File: src/rtl/neuron_mac_accum.sv
// Serial signed multiply-accumulate for one neuron: bias + sum(x*w), then
// round-half-up, rescale by FRAC and saturate to DWIDTH bits.
module neuron_mac_accum #(
  parameter int DWIDTH = 16,
  parameter int FRAC   = 8,
  parameter int NINPUT = 4,
  parameter int CWIDTH = 8,
  parameter int ACCW   = 40
) (
  input  logic                     clk,
  input  logic                     rst,
  input  logic                     start,
  input  logic signed [DWIDTH-1:0] bias,
  input  logic signed [DWIDTH-1:0] x,
  input  logic signed [DWIDTH-1:0] w,
  input  logic                     in_valid,
  output logic                     in_ready,
  output logic                     busy,
  output logic signed [DWIDTH-1:0] out,
  output logic                     out_valid,
  output logic [1:0]               dbg_state
);

  typedef enum logic [1:0] {
    IDLE = 2'd0,
    ACC  = 2'd1,
    DONE = 2'd2
  } state_t;

  localparam logic signed [ACCW-1:0] MAXV =
    {{(ACCW-DWIDTH+1){1'b0}}, {(DWIDTH-1){1'b1}}};
  localparam logic signed [ACCW-1:0] MINV =
    {{(ACCW-DWIDTH+1){1'b1}}, {(DWIDTH-1){1'b0}}};
  localparam logic signed [ACCW-1:0] HALF = ACCW'(1) << (FRAC - 1);

  state_t                     state_q, state_d;
  logic signed [ACCW-1:0]     acc;
  logic [CWIDTH-1:0]          cnt;
  logic signed [2*DWIDTH-1:0] prod;
  logic signed [ACCW-1:0]     prod_ext;
  logic signed [ACCW-1:0]     bias_ext;
  logic signed [ACCW-1:0]     rounded;
  logic signed [DWIDTH-1:0]   sat;
  logic                       last_pair;

  // Handshake: a pair is accepted on a rising edge where in_valid && in_ready;
  // in_ready is a pure function of state, so it never depends on in_valid.
  assign in_ready  = (state_q == ACC);
  assign busy      = (state_q != IDLE);
  assign dbg_state = state_q;

  assign prod      = x * w;
  assign prod_ext  = {{(ACCW-2*DWIDTH){prod[2*DWIDTH-1]}}, prod};
  assign bias_ext  = {{(ACCW-DWIDTH){bias[DWIDTH-1]}}, bias} <<< FRAC;
  assign last_pair = (cnt == CWIDTH'(NINPUT - 1));

  // Arithmetic shift after adding half an LSB rounds half-up toward +inf.
  assign rounded = (acc + HALF) >>> FRAC;

  always_comb begin
    sat = rounded[DWIDTH-1:0];
    if (rounded > MAXV)      sat = MAXV[DWIDTH-1:0];
    else if (rounded < MINV) sat = MINV[DWIDTH-1:0];
  end

  always_comb begin
    state_d = state_q;
    case (state_q)
      IDLE:    if (start) state_d = ACC;
      ACC:     if (in_valid && last_pair) state_d = DONE;
      DONE:    state_d = IDLE;
      default: state_d = IDLE;
    endcase
  end

  always_ff @(posedge clk) begin
    if (!rst) begin
      state_q   <= IDLE;
      acc       <= '0;
      cnt       <= '0;
      out       <= '0;
      out_valid <= 1'b0;
    end else begin
      state_q   <= state_d;
      out_valid <= 1'b0;
      case (state_q)
        IDLE: begin
          if (start) begin
            acc <= bias_ext;
            cnt <= '0;
          end
        end
        ACC: begin
          if (in_valid) begin
            acc <= acc + prod_ext;
            cnt <= cnt + CWIDTH'(1);
          end
        end
        DONE: begin
          out       <= sat;
          out_valid <= 1'b1;
        end
        default: ;
      endcase
    end
  end

endmodule
File: config.mk
export PLATFORM = sky130hd
export DESIGN_NAME = neuron_mac_accum
export DESIGN_NICKNAME = d
export VERILOG_FILES = /design/src/rtl/neuron_mac_accum.sv
export SDC_FILE = /design/constraint.sdc
export NUM_CORES = 1
export LEC_CHECK = 0
export CELL_PAD_IN_SITES_DETAIL_PLACEMENT = 0
export CELL_PAD_IN_SITES_GLOBAL_PLACEMENT = 1
export CORE_AREA = 2 2 199 220
export CTS_CLUSTER_DIAMETER = 80
export DETAILED_ROUTE_END_ITERATION = 12
export DIE_AREA = 0 0 201 222
export PLACE_DENSITY_LB_ADDON = 0.2
export SYNTH_ARGS = -nofsm -noshare
export SYNTH_HDL_FRONTEND = slang
export SYNTH_SLANG_ARGS = --single-unit
File: constraint.sdc
create_clock -name clk -period 22.6 [get_ports clk]
set_clock_uncertainty 0.2 [all_clocks]
set_input_delay 3.39 -clock clk [delete_from_list [all_inputs] [get_ports clk]]
set_output_delay 3.39 -clock clk [all_outputs]
set_load 0.01 [all_outputs]
After elaboration in Yosys (flattened, before gate mapping)

Index checks and enable logic that the tools add are counted.

Bits in latches: 0
Memories: 0
Bits of input ports: 52
Flip-flop bits (word level): 67
Memory bits (writable): 0
ROM bits: 0

Bitwise operators: 0
Reduce and logical (&&, ||, !) cells: 6
$add $sub $neg: 3
Div/mod/pow operators: 0
Eq/ne operators: 6
Order comparisons: 2
Shifts and indexed selects: 0
Multiply operators: 1
Mux-type cells: 12

Operators by type and width:

| operator                                                                 | count |
|---|---|
| 40-bit 2-to-1 mux                                                        | 2 |
| 40-bit one-hot mux with 2 select lines                                   | 1 |
| 40-bit by 32-bit adder with 40-bit output                                | 1 |
| 40-bit by 9-bit adder with 40-bit output (second input constant)         | 1 |
| 32-bit by 16-bit > comparator with 1-bit output (second input constant)  | 1 |
| 32-bit by 16-bit < comparator with 1-bit output (second input constant)  | 1 |
| 16-bit by 16-bit multiplier with 32-bit output                           | 1 |
| 16-bit 2-to-1 mux                                                        | 2 |
| 8-bit 2-to-1 mux                                                         | 2 |
| 8-bit one-hot mux with 2 select lines                                    | 1 |
| 8-bit by 1-bit adder with 8-bit output (second input constant)           | 1 |
| 8-bit by 2-bit equality test with 1-bit output (second input constant)   | 1 |
| 2-bit 2-to-1 mux                                                         | 2 |
| 2-bit inequality test (second input constant)                            | 2 |
| 2-bit one-hot mux with 2 select lines                                    | 1 |
| 2-bit nonzero test                                                       | 2 |
| 3-bit AND reduction                                                      | 1 |
| 2-bit by 1-bit equality test with 1-bit output (second input constant)   | 1 |
| 2-bit equality test (second input constant)                              | 1 |
| 2-bit logical NOT                                                        | 1 |
| 2-bit by 1-bit inequality test with 1-bit output (second input constant) | 1 |
| 2-bit AND reduction                                                      | 1 |
| 1-bit logical AND                                                        | 1 |
| 1-bit 2-to-1 mux                                                         | 1 |

Logic depth before layout (Yosys ltp)

Depth after elaboration: 4
Gate-level depth with buffers: 25
Mapped depth without buffers: 23

Least setup slack after synthesis

No wires, ideal clock.

Kind: input -> register
Start point: input port x[15]
End point: register acc[37]
Data required time: 22.268 ns
Path buffers: 1
Slack: 12.981 ns
Library setup time: 0.132 ns
Stages: 23
Data arrival time: 9.287 ns
Cells stage by stage: clkbuf_1 > nand2_1 > fa_1 > inv_1 > fa_1 > inv_1 > fa_1 > inv_1 > fa_1 > fa_1 > inv_1 > fa_1 > inv_1 > ha_1 > a21o_1 > a21o_1 > a21oi_1 > nor2_1 > a211oi_1 > a2111oi_1 > or4_1 > nand3_1 > a21oi_1

Word-level cells in the longest chain between the ends: 4

Ends and longest elaborated chain:

| element                                        | line | RTL |
|---|---|---|
| start, declared                                | 14   | `input logic signed [DWIDTH-1:0] x,` |
| 16-bit by 16-bit multiplier with 32-bit output | 52   | `assign prod = x * w;` |
| 40-bit by 32-bit adder with 40-bit output      | 95   | `acc <= acc + prod_ext;` |
| 40-bit 2-to-1 mux                              | 94   | `if (in_valid) begin` |
| 40-bit one-hot mux with 2 select lines         | 86   | `case (state_q)` |
| end signal, assigned                           | 89   | `acc <= bias_ext;` |
| end signal, assigned                           | 95   |  |
| end, declared                                  | 37   | `logic signed [ACCW-1:0] acc;` |

No other way between the ends. The select of a mux whose other input is x is not followed.
A chain may end at the register's enable or synchronous reset.

Worst setup path after layout

Start point: input port w[4]
End point: register acc[34]

Word-level cells in the longest chain between the ends: 4

Ends and longest elaborated chain:

| element                                        | line | RTL |
|---|---|---|
| start, declared                                | 15   | `input logic signed [DWIDTH-1:0] w,` |
| 16-bit by 16-bit multiplier with 32-bit output | 52   |  |
| 40-bit by 32-bit adder with 40-bit output      | 95   |  |
| 40-bit 2-to-1 mux                              | 94   |  |
| 40-bit one-hot mux with 2 select lines         | 86   |  |

No other way between the ends. The select of a mux whose other input is x is not followed.

==> metrics <==
status=completed; Residual DRC=0; unrepaired setup endpoints after global routing=no; clock-pin slew on the worst setup and hold paths=0.06 ns; ys flop type=dfxtp_1; Syn Nets=2299; startpoint types=primary input; top fanout value on the critical path=16; worst r2r path cells=19; GRT Total Usage=19.5%; Avg Cell Area, Syn=8.86 um2; Via density=4.96; Critical Path AT=10.72 ns; # rows=79; total die area=44600 um2; number of I/O port buffers=approximately 70; CTS Buffer Depth=2; post-layout util=41.4%; post-synth top area share=between 40% and 50%; slowest cell delay on critical path=roughly 0.95 ns; H-Tree Depth=3; Syn Inst Count=1800; antenna fix cells=0; top-level I/O count=73; Setup crit end=acc[34]; vias in the first global route=13300; die span in x=about 200 um; DR iter-0 viols=478; cells along the critical path=clkdlybuf4s50_1 -> nand2_1 -> fa_1 -> inv_1 -> fa_1 -> inv_1 -> fa_1 -> inv_1 -> fa_1 -> fa_1 -> inv_1 -> fa_1 -> inv_1 -> ha_1 -> and3_1 -> and4_1 -> nand4_1 -> o211ai_1 -> o21ai_2 -> o311ai_2 -> xor2_1 -> a221oi_1 -> nor2_1; Synth-to-Final Area Change=9.56%; largest net degree at the start of global routing=34; Max stage delay cell, worst path=clkdlybuf4s50_1; register area share after synthesis=around 8.4%; Critical Path RT=22.62 ns; maxcap violations=0; Routed wire per std cell=17.0 um; final-stage net count=2324; Tmin final=10.70 ns; cts bufs inserted=9; final worst-path cycle share=between 40% and 50%; Crit. End Element=flop; worst hold slack=0.248 ns; Synth Cell Area=15900 um2; Pins Over Slew Limit=0; post-cts resize count=0; first-pass GRT wire length=69.4 mm; final RePlAce weighted congestion=approximately 0.85; Routed Wire Length=40.8 mm; count leader, synth=inv_1; drt pass-1 iters=5; grt ovf=0; number of synthesized flops with an enable pin=0; Fin. Hold Viols=0; initial antenna violation count=0; cell depth of the worst setup path=23; DR vias=~12000; Reg-to-Reg End=acc[39]; CTS tree=yes; FFs w/ async S/R, synth=0%; Bufs and invs on worst path=6; # setup viols final=0; slew margin rel.=19.0%; Achievable Freq=~93 MHz; r2r startpoint=acc[15]; post-detail-place hpwl=34.2 mm; distinct cell type count after synthesis=75; Final ANT Viol Nets=0; Top delay family on crit path=adder cells; # hold bufs at CTS=0; most instantiated cells after synthesis=inv_1 (416), fa_1 (330), nand2_1 (203), and2_1 (121), ha_1 (117); Hold WC Path Type=flop to flop; Post-CTS Setup Inserts=0; WS Path Type=primary input to flop; # fillers=4360; starting density of the core=37.8%; share of layout cells above drive strength 1=3.01%; ranking of synthesized cells by area=fa_1 (41%), inv_1 (9.8%), ha_1 (9.2%), dfxtp_1 (8.4%), nand2_1 (4.8%); Ys Warns=0; CTS Sinks=67; die height=between 200 and 250 um; Worst-Skew Late Latency=0.34 ns; root buffer cell=clkbuf_16; post-synth top area cell=fa_1; FF-to-FF setup slack=approximately 17 ns; core area=42200 um2; CP startpoint=w[4]; number of synthesized register bits=67; CP most frequent cell=fa_1; Worst Tran Pin Value=approximately 1.2 ns; Sum Neg Setup Slack=0 ns
[metal layers]
metal  vias up  track usage [%]  part of all wire, %
met5         -                0                    0
li1       5605                -                    -
met2       132             38.7                   57
met1      6130             22.9                   40
met4         0             3.44                  1.5
met3        33             1.21                  1.8
[kinds of logic after synthesis]
logic type,count (synthesis),share of synthesized area [%]
buffers and inverters,483,11.6
AO/OA/AOI/OAI,224,9.60
multiplexers,7,0.447
flip-flops,67,8.41
adder cells (fa/ha/maj),447,50.6
XOR/XNOR,56,3.08
AND/OR/NAND/NOR,516,16.3
[cell usage in the layout (no fill, tap or decap), types with 11 or more instances in the layout]
master           count
clkdlybuf4s50_1     72
and3_1              14
xnor2_1             31
dfxtp_1             67
nand4_1             12
nor2_1              74
and2_1             121
xor2_1              25
nor3_1              11
nand3_1             34
ha_1               117
fa_1               329
a21o_1              21
o21ai_0             31
inv_1              416
nand2_1            203
a21oi_1             69
[worst register-to-register path, stage by stage, from the launching register on]
cell and delay, ns:
dfxtp_1 0.35, inv_1 0.12, fa_1 0.52, inv_1 0.05
fa_1 0.53, fa_1 0.44, fa_1 0.50, inv_1 0.06
fa_1 0.53, inv_1 0.04, ha_1 0.39, and3_1 0.29
and3_1 0.18, nand3_1 0.10, a21oi_1 0.40, o31ai_2 0.17
a2111oi_1 0.67, o31ai_1 0.21, o21ai_0 0.19, a31oi_1 0.06
[metrics by stage]
stage	worst slack (ns)	area, um2	std cells
3_5_place_dp	11.37	17200	2381
6_report	11.90	17500	2397
2_1_floorplan	12.98	15900	1800
3_3_place_gp	11.60	17200	2381
4_1_cts	11.72	17500	2397
5_1_grt	11.29	17500	2397
[how the worst min path moves through the flow]
stage                       from  endpoint  slack (ns)  cells past startpoint
after global routing      out[0]    out[0]        0.28                      2
after CTS                 out[0]    out[0]        0.25                      2
after detailed placement  out[0]    out[0]        0.24                      2
after global placement    out[0]    out[0]        0.24                      2
final                     out[0]    out[0]        0.25                      2
after floorplan           acc[5]    acc[5]        0.24                      2
[flip-flops by register name, indices dropped and copies added (netlist names)]
| register | flops |
|---|---|
| acc | 40 |
| out | 16 |
| cnt | 8 |
| dbg_state | 2 |
| out_valid | 1 |
[cell type report]
class                      count  area, um2  area share (%)
tap                          567        709            4.06
timing repair buffer          81        788            4.51
clock buffer                  11        243            1.39
sequential                    67       1340            7.68
multi-input combinational   1250      12800            73.1
inverter                     416       1560            8.94
clock inverter                 5       60.1           0.344
Power is not shown: default switching activity piles up to over one toggle a cycle in this logic, so the estimate is an artifact.
